## src/rtl/seg_scan_decoder.sv

```systemverilog
// -----------------------------------------------------------------------------
// seg_scan_decoder
//
// Receiving end of the scanned 4-digit 7-segment display bus. The block
// registers the multiplexed anode/segment lines, waits for each digit to sit
// still for SETTLE_CYCLES samples, decodes the segment pattern back to BCD and
// rebuilds the two-digit score and timer values once all four slots of a frame
// have been seen. A watchdog flags a display that has stopped scanning.
//
// Parameters
//   SETTLE_CYCLES   consecutive identical samples before a digit is captured (>=2)
//   TIMEOUT_CYCLES  cycles without a completed frame before stale asserts
//   TIMEOUT_W       width of the timeout counter (must hold TIMEOUT_CYCLES)
//
// Configuration macro
//   BLANK_TENS_EN   when defined, an all-off pattern (seg=7'h7F) captured in a
//                   tens slot (an[1] or an[3]) decodes as 0 and is not an
//                   error (leading-zero blanking). When undefined, an all-off
//                   pattern is invalid in every slot.
//
// Ports
//   clk          in   1  system clock
//   reset        in   1  asynchronous, active-high reset
//   an           in   4  anode enables, active-low one-hot
//                        an[0]=score ones, an[1]=score tens,
//                        an[2]=timer ones, an[3]=timer tens
//   seg          in   7  segments, active-low, seg[0]=a ... seg[6]=g
//   score_tens   out  4  last captured digit of the slot (4'hF = invalid)
//   score_ones   out  4  last captured digit of the slot (4'hF = invalid)
//   timer_tens   out  4  last captured digit of the slot (4'hF = invalid)
//   timer_ones   out  4  last captured digit of the slot (4'hF = invalid)
//   score_bin    out  7  score_tens*10+score_ones from the last error-free frame
//   timer_bin    out  7  timer_tens*10+timer_ones from the last error-free frame
//   frame_valid  out  1  one-cycle pulse when all four slots have been captured
//   frame_err    out  1  qualified by frame_valid: a slot in the frame was invalid
//   stale        out  1  no frame for TIMEOUT_CYCLES; sticky until next frame
// -----------------------------------------------------------------------------
module seg_scan_decoder #(
    parameter int SETTLE_CYCLES  = 4,
    parameter int TIMEOUT_CYCLES = 1_000_000,
    parameter int TIMEOUT_W      = 20
) (
    input  logic       clk,
    input  logic       reset,
    input  logic [3:0] an,
    input  logic [6:0] seg,
    output logic [3:0] score_tens,
    output logic [3:0] score_ones,
    output logic [3:0] timer_tens,
    output logic [3:0] timer_ones,
    output logic [6:0] score_bin,
    output logic [6:0] timer_bin,
    output logic       frame_valid,
    output logic       frame_err,
    output logic       stale
);

    localparam int SET_W = $clog2(SETTLE_CYCLES + 1);

    localparam logic [SET_W-1:0]     SETTLE_MAX  = SET_W'(SETTLE_CYCLES);
    localparam logic [SET_W-1:0]     SETTLE_LAST = SET_W'(SETTLE_CYCLES - 1);
    localparam logic [TIMEOUT_W-1:0] TIMEOUT_MAX = TIMEOUT_W'(TIMEOUT_CYCLES);

    // Slot numbering follows the anode bit that selects it.
    localparam int SLOT_SCORE_ONES = 0;
    localparam int SLOT_SCORE_TENS = 1;
    localparam int SLOT_TIMER_ONES = 2;
    localparam int SLOT_TIMER_TENS = 3;

    typedef struct packed {
        logic [3:0] an;
        logic [6:0] seg;
    } scan_t;

    // -------------------------------------------------------------------------
    // State
    // -------------------------------------------------------------------------
    scan_t                 in_q,       in_d;
    logic [SET_W-1:0]      settle_q,   settle_d;
    logic [3:0]            mask_q,     mask_d;
    logic [3:0]            err_q,      err_d;
    logic [3:0][3:0]       digit_q,    digit_d;
    logic [6:0]            score_bin_q, score_bin_d;
    logic [6:0]            timer_bin_q, timer_bin_d;
    logic                  frame_valid_q, frame_valid_d;
    logic                  frame_err_q,   frame_err_d;
    logic [TIMEOUT_W-1:0]  tmo_q,      tmo_d;
    logic                  stale_q,    stale_d;

    // -------------------------------------------------------------------------
    // Helpers
    // -------------------------------------------------------------------------
    // Active-low g..a pattern to {valid, digit}; unknown patterns give 4'hF.
    function automatic logic [4:0] decode_seg(input logic [6:0] s);
        logic [4:0] r;
        case (s)
            7'b1000000: r = {1'b1, 4'd0};
            7'b1111001: r = {1'b1, 4'd1};
            7'b0100100: r = {1'b1, 4'd2};
            7'b0110000: r = {1'b1, 4'd3};
            7'b0011001: r = {1'b1, 4'd4};
            7'b0010010: r = {1'b1, 4'd5};
            7'b0000010: r = {1'b1, 4'd6};
            7'b1111000: r = {1'b1, 4'd7};
            7'b0000000: r = {1'b1, 4'd8};
            7'b0010000: r = {1'b1, 4'd9};
            default:    r = {1'b0, 4'hF};
        endcase
        return r;
    endfunction

    // Only called for error-free frames, so both digits are 0..9 and the
    // result (max 99) always fits in 7 bits.
    function automatic logic [6:0] bcd_to_bin(input logic [3:0] tens,
                                              input logic [3:0] ones);
        return ({3'b000, tens} * 7'd10) + {3'b000, ones};
    endfunction

    // -------------------------------------------------------------------------
    // Combinational next-state
    // -------------------------------------------------------------------------
    logic       in_changed;
    logic       slot_hit;
    logic [1:0] slot_idx;
    logic       capture;
    logic [4:0] dec;
    logic [3:0] mask_upd;
    logic [3:0] err_upd;
    logic       frame_done;

    always_comb begin
        // NOTE: every signal written in this block gets a default first, so
        // no path leaves one unassigned and no latch can be inferred.
        in_d          = {an, seg};
        in_changed    = (in_d != in_q);
        settle_d      = settle_q;
        slot_hit      = 1'b0;
        slot_idx      = 2'd0;
        capture       = 1'b0;
        dec           = decode_seg(in_q.seg);
        mask_upd      = mask_q;
        err_upd       = err_q;
        digit_d       = digit_q;
        mask_d        = mask_q;
        err_d         = err_q;
        score_bin_d   = score_bin_q;
        timer_bin_d   = timer_bin_q;
        frame_valid_d = 1'b0;
        frame_err_d   = 1'b0;
        frame_done    = 1'b0;
        tmo_d         = tmo_q;
        stale_d       = stale_q;

        // Settle counter: restart on any change of the sampled bus, otherwise
        // count up and park at SETTLE_CYCLES so a dwell captures only once.
        if (in_changed) begin
            settle_d = SET_W'(1);
        end else if (settle_q != SETTLE_MAX) begin
            settle_d = settle_q + SET_W'(1);
        end

        // Only a single low anode selects a slot; blank or multi-anode
        // patterns let the counter run but never capture.
        case (in_q.an)
            4'b1110: begin slot_hit = 1'b1; slot_idx = 2'(SLOT_SCORE_ONES); end
            4'b1101: begin slot_hit = 1'b1; slot_idx = 2'(SLOT_SCORE_TENS); end
            4'b1011: begin slot_hit = 1'b1; slot_idx = 2'(SLOT_TIMER_ONES); end
            4'b0111: begin slot_hit = 1'b1; slot_idx = 2'(SLOT_TIMER_TENS); end
            default: begin slot_hit = 1'b0; slot_idx = 2'd0;                end
        endcase

        // The capture edge is the one where the counter steps from
        // SETTLE_CYCLES-1 to SETTLE_CYCLES with the bus still unchanged.
        capture = slot_hit && !in_changed && (settle_q == SETTLE_LAST);

`ifdef BLANK_TENS_EN
        // Leading-zero blanking: an unlit tens digit reads as 0.
        if ((in_q.seg == 7'h7F) && slot_idx[0]) begin
            dec = {1'b1, 4'd0};
        end
`endif

        if (capture) begin
            digit_d[slot_idx]  = dec[3:0];
            mask_upd[slot_idx] = 1'b1;
            err_upd[slot_idx]  = ~dec[4];
        end

        frame_done = (mask_upd == 4'b1111);
        mask_d     = frame_done ? 4'b0000 : mask_upd;
        err_d      = frame_done ? 4'b0000 : err_upd;

        if (frame_done) begin
            frame_valid_d = 1'b1;
            frame_err_d   = |err_upd;
            if (!(|err_upd)) begin
                score_bin_d = bcd_to_bin(digit_d[SLOT_SCORE_TENS], digit_d[SLOT_SCORE_ONES]);
                timer_bin_d = bcd_to_bin(digit_d[SLOT_TIMER_TENS], digit_d[SLOT_TIMER_ONES]);
            end
        end

        // Watchdog: a completing frame clears it even on the very cycle the
        // count would have reached the limit.
        if (frame_done) begin
            tmo_d   = '0;
            stale_d = 1'b0;
        end else begin
            if (tmo_q != TIMEOUT_MAX) begin
                tmo_d = tmo_q + TIMEOUT_W'(1);
            end
            stale_d = stale_q | (tmo_d == TIMEOUT_MAX);
        end
    end

    // -------------------------------------------------------------------------
    // Registers
    // -------------------------------------------------------------------------
    always_ff @(posedge clk or posedge reset) begin
        if (reset) begin
            in_q          <= {4'hF, 7'h7F};
            settle_q      <= '0;
            mask_q        <= '0;
            err_q         <= '0;
            // NOTE: the digit slots are a four-entry register file whose
            // contents are visible outputs, so they are reset like any flop.
            digit_q       <= '0;
            score_bin_q   <= '0;
            timer_bin_q   <= '0;
            frame_valid_q <= 1'b0;
            frame_err_q   <= 1'b0;
            tmo_q         <= '0;
            stale_q       <= 1'b0;
        end else begin
            // NOTE: non-blocking assignments, so every register samples the
            // values from before this edge regardless of statement order.
            in_q          <= in_d;
            settle_q      <= settle_d;
            mask_q        <= mask_d;
            err_q         <= err_d;
            digit_q       <= digit_d;
            score_bin_q   <= score_bin_d;
            timer_bin_q   <= timer_bin_d;
            frame_valid_q <= frame_valid_d;
            frame_err_q   <= frame_err_d;
            tmo_q         <= tmo_d;
            stale_q       <= stale_d;
        end
    end

    // -------------------------------------------------------------------------
    // Outputs
    // -------------------------------------------------------------------------
    assign score_ones  = digit_q[SLOT_SCORE_ONES];
    assign score_tens  = digit_q[SLOT_SCORE_TENS];
    assign timer_ones  = digit_q[SLOT_TIMER_ONES];
    assign timer_tens  = digit_q[SLOT_TIMER_TENS];
    assign score_bin   = score_bin_q;
    assign timer_bin   = timer_bin_q;
    assign frame_valid = frame_valid_q;
    assign frame_err   = frame_err_q;
    assign stale       = stale_q;

endmodule
```

## config.mk

```make
export PLATFORM = sky130hd
export DESIGN_NAME = seg_scan_decoder
export DESIGN_NICKNAME = d
export VERILOG_FILES = /design/src/rtl/seg_scan_decoder.sv
export SDC_FILE = /design/constraint.sdc
export NUM_CORES = 1
export LEC_CHECK = 0
export CORE_MARGIN = 3
export CORE_UTILIZATION = 55
export DETAILED_ROUTE_END_ITERATION = 7
export PLACE_DENSITY_LB_ADDON = 0.2
export RECOVER_POWER = 100
export SLEW_MARGIN = 20
export SYNTH_ARGS = -nofsm -noshare
export SYNTH_HDL_FRONTEND = slang
export SYNTH_SLANG_ARGS = --single-unit
```

## constraint.sdc

```tcl
create_clock -name clk -period 5.8 [get_ports clk]
set_input_delay 0.87 -clock clk [delete_from_list [all_inputs] [get_ports clk]]
set_output_delay 0.87 -clock clk [all_outputs]
set_load 0.01 [all_outputs]
```

# Yosys cells after proc, flatten, opt, wreduce, memory -nomap -nowiden
# Cells that the tools add are included.
[totals]
ff_bits = 75
input_bits = 13
[op_classes]
add_sub_neg = 4
multipliers = 2
order_cmp = 2
n_eq_ne = 19
muxes = 22
bitwise = 4
reduce_logical = 9
[op_table]
columns = ["operator", "n"]
rows = [
  ["two-way mux 20 bit", 3],
  ["case mux 5 bit (10 select lines)", 1],
  ["== test 7 x 5 -> 1 bit (second input constant)", 3],
  ["== test 7 bit (second input constant)", 3],
  ["adder 20 x 1 -> 20 bit (second input constant)", 1],
  ["== test 20 bit (second input constant)", 1],
  ["two-way mux 4 bit", 5],
  ["!= test 20 bit (second input constant)", 1],
  ["bitwise mux 16 bit", 1],
  ["== test 4 bit (second input constant)", 4],
  ["two-way mux 16 bit", 1],
  ["adder 7 x 4 -> 7 bit", 2],
  ["== test 7 x 6 -> 1 bit (second input constant)", 2],
  ["multiplier 4 x 3 -> 6 bit (second input constant)", 2],
  ["!= test 11 bit", 1],
  ["demux 4 bit (select 2 bit)", 1],
  ["OR reduction 4 bit", 2],
  ["== test 7 x 2 -> 1 bit (second input constant)", 1],
  ["zero test 7 bit", 1],
  ["two-way mux 3 bit", 2],
  ["case mux 2 bit (3 select lines)", 1],
  ["two-way mux 1 bit", 5],
  ["bitwise mux 4 bit", 1],
  ["== test 4 x 3 -> 1 bit (second input constant)", 1],
  ["other kinds (13)", 16],
]

# Longest topological paths before layout
[logic_depth]
depth_word = 13
ltp_mapped = 16
mapped_depth_nobuf = 15

# Least setup slack after synthesis
# Ideal clock, no wire load.
[synth_path]
path_type = "input -> register"
from = "input port an[3]"
to = "register timer_bin_q[6], in the netlist timer_bin[6]"
arrival_time_ns = 4.135
required_time_ns = 5.675
setup_slack_ns = 1.540
path_stages = 14
cell_sequence = "xor2_1 nor4_4 nand4_2 or2_2 clkbuf_1 o21ai_0 ha_1 ha_1 fa_1 nand2_1 nor2_1 xor2_1 xnor2_1 mux2_4"
[synth_rtl]
columns = ["item", "line", "source"]
rows = [
  ["start: declaration", "45", "input logic [3:0] an,"],
  ["end signal: assignment", "242", "timer_bin_q <= timer_bin_d;"],
  ["end: declaration", "84", "logic [6:0] timer_bin_q, timer_bin_d;"],
]

==> results_dict.tcl <==
set metrics [dict create \
    clock_skew_ps 6.43 \
    drtIter0Drc 108 \
    routed_wl_um 8400 \
    antenna_found_initial 0 \
    ys_seq_area_frac 0.442 \
    clk_pin_slew_ps 70 \
    synthCells 411 \
    setup_tns_ps 0 \
    antenna_cells 0 \
    leakage_nw 2.29 \
    fin_crit_ps 5090 \
    clock_latency_ps 340 \
    yosysTopAreaCell "dfrtp_1" \
    coreArea_mm2 0.00741 \
    wl_per_cell_um 15.3 \
    vdd_ir_drop_max_mv 0.150 \
    cts_tree "done" \
    worstSetupPathType "primary input to register" \
    placement.io_buffers 45 \
    yosysUniqueCellTypes 59 \
    power.density_mw_per_mm2 205 \
    period_share 0.878 \
    yosys-top-cells-area "dfrtp_1, dfstp_2, ha_1, xor2_1, xnor2_1" \
    firstDrtPassIters 4 \
    grt_max_degree 39 \
    postCtsSetupBuffers 0 \
    crit_slowest_cell "nor4_1" \
    cts_resized 0 \
    cp-end-kind "register" \
    area_growth_pct 14.4 \
    vias 3031 \
    drive_gt1_frac 0.0844 \
    drc 0 \
    rows 31 \
    status "complete, but fails checks" \
    gp_congestion 0.813 \
    ys_ff_latch 75 \
    first_global_vias 3057 \
    start_util 0.577 \
    setup_viol 0 \
    cap_violations 1 \
    hold_buffers 0 \
    finalHoldViolations 0 \
    synth-main-ff-cell "dfrtp_1" \
    whs_ps 485 \
    grt_pass1_wl_um 14400 \
    crit_fanout 10 \
    min_path_type "register to register" \
    rsz0062_at_grt "no" \
    dieArea_mm2 0.00887 \
    synth_top_area_share 0.375 \
    die_x_um 94.2 \
    grt_overflow 0 \
    cpPeakStageDelay_ps 690 \
    synth-edff-count 0 \
    synth_nets 445 \
    syn_avg_cell_area_um2 10.4 \
    crit_required_ps 6030 \
    finalCoreUtilization 0.660 \
    startpoint_type "primary input" \
    fmax_mhz 196 \
    violations "max-capacitance violations, max-slew violations" \
    avgViaCountPerCell 5.52 \
    dp_hpwl_um 6220 \
    cts-root-buf "clkbuf_8" \
    worstMarginPinSlew_ps 2010 \
    ant_nets 0 \
    n_fill_cell 602 \
    async_flop_share 1.00 \
    clock_path_buffers 2 \
    slew_headroom -0.341 \
    netlist_area_mm2 0.00427 \
    cts_buffers 9 \
    clock_sinks 75 \
    grt_use_total 0.208 \
    yosysWarnings 0 \
    die_y_um 94.2 \
    htree_levels 3 \
    cp_cell_sequence "dlygate4sd3_1 > xor2_1 > nor4_1 > nand4_2 > nand2b_1 > o21ai_0 > ha_1 > ha_1 > inv_1 > fa_1 > nor3b_1 > xnor2_1 > xnor2_1 > mux2_4" \
    final_nets 480 \
    slew_viol_final 39 \
    pin_count 46 \
    critPathArrivalTime_ps 5320 \
]
-- registers in the layout, indices dropped and copies added (netlist names) --
| signal | cells |
|---|---|
| mask_q | 4 |
| in_q | 11 |
| frame_err | 1 |
| tmo_q | 20 |
| err_q | 4 |
| timer_tens | 4 |
| score_ones | 4 |
| timer_ones | 4 |
| score_bin | 7 |
| frame_valid | 1 |
| stale | 1 |
| settle_q | 3 |
| timer_bin | 7 |
| score_tens | 4 |
-- metrics by stage --
stage / cells / total power, mW / setup WS, ps / area [µm²]
after global placement: 534 / 0.594 / 998 / 4730
after global routing: 549 / 1.04 / 474 / 4890
after detailed placement: 534 / 0.595 / 804 / 4730
after CTS: 549 / 1.02 / 1130 / 4940
after floorplan: 411 / 0.577 / 1540 / 4270
final: 549 / 1.00 / 709 / 4890
-- final timing paths --
check / from / endpoint / slack (ps) / depth (start not counted)
max: seg[5] / score_bin[6] / 710 / 14
min: timer_bin[0] / timer_bin[0] / 490 / 1
max reg2reg: in_q[5] / score_bin[6] / 1270 / 13
min reg2reg: timer_bin[0] / timer_bin[0] / 490 / 1
max in group asynchronous: reset / err_q[1] / 1940 / 3
min in group asynchronous: reset / score_bin[3] / 1360 / 2
-- cells in the mapped netlist, types with 5 or more instances --
library cell,number
xnor2_1,23
nand3_1,11
xor2_1,24
clkbuf_1,11
mux2_2,9
inv_1,20
mux2i_1,12
nand2b_1,5
and4_1,5
a21oi_1,18
and3_1,7
ha_1,17
o21ai_0,12
dfrtp_1,64
dfstp_2,11
mux2_4,9
buf_2,8
nor2_1,41
nand2_1,30
-- worst max-delay path: cells and delay by family --
| kind | cells | cell delay (ps) |
|---|---|---|
| and+or+nand+nor | 4 | 1590 |
| adders and majority gates | 3 | 970 |
| buffers and inverters | 2 | 640 |
| AOI/OAI and AO/OA | 1 | 570 |
| xor gates and xnor gates | 3 | 430 |
| muxes | 1 | 250 |
-- layout make-up --
cell class | instances | area (µm²) | share of cell area
multi-input cells | 293 | 2130 | 0.436
repair buffers | 47 | 458 | 0.0936
inverters | 20 | 75.1 | 0.0153
clock buffers | 14 | 183 | 0.0373
clock inverters | 1 | 30.0 | 0.00614
well taps | 99 | 124 | 0.0253
flip-flops and latches | 75 | 1890 | 0.387
-- placed cells by master (no fill, tap or decap), types with 5 or more instances in the layout --
cell type,n
dfrtp_1,64
dlygate4sd3_1,45
nor2_1,41
nand2_1,30
xor2_1,24
xnor2_1,23
inv_1,20
a21oi_1,18
ha_1,17
clkbuf_8,13
o21ai_0,12
mux2i_1,12
nand3_1,11
dfstp_2,11
mux2_1,10
and3_1,7
mux2_2,6
nor4_1,5
nand2b_1,5
and4_1,5
-- cell families after synthesis --
kind of cell / count (synthesis) / share of synthesized area
AND/OR/NAND/NOR: 142 / 0.183
adder cells (fa/ha/maj): 21 / 0.0685
flip-flops: 75 / 0.442
buffers and inverters: 43 / 0.0483
AO/OA/AOI/OAI: 53 / 0.0779
XOR/XNOR: 47 / 0.0963
multiplexers: 30 / 0.0834
-- report_power, final --
part | internal, mW | switching, mW | total, mW
Clock | 0.244 | 0.180 | 0.424
Combinational | 0.0156 | 0.0249 | 0.0405
Sequential | 0.530 | 0.00957 | 0.540
-- metal layers --
layer	vias to the layer above	global-route usage	wire [µm]
met3	11	0.0457	331
met4	0	0.0710	136
met1	1465	0.261	3700
met5	-	0	0
met2	72	0.354	4230
li1	1483	-	-
Note: power is estimated with default switching activity, not from simulation.
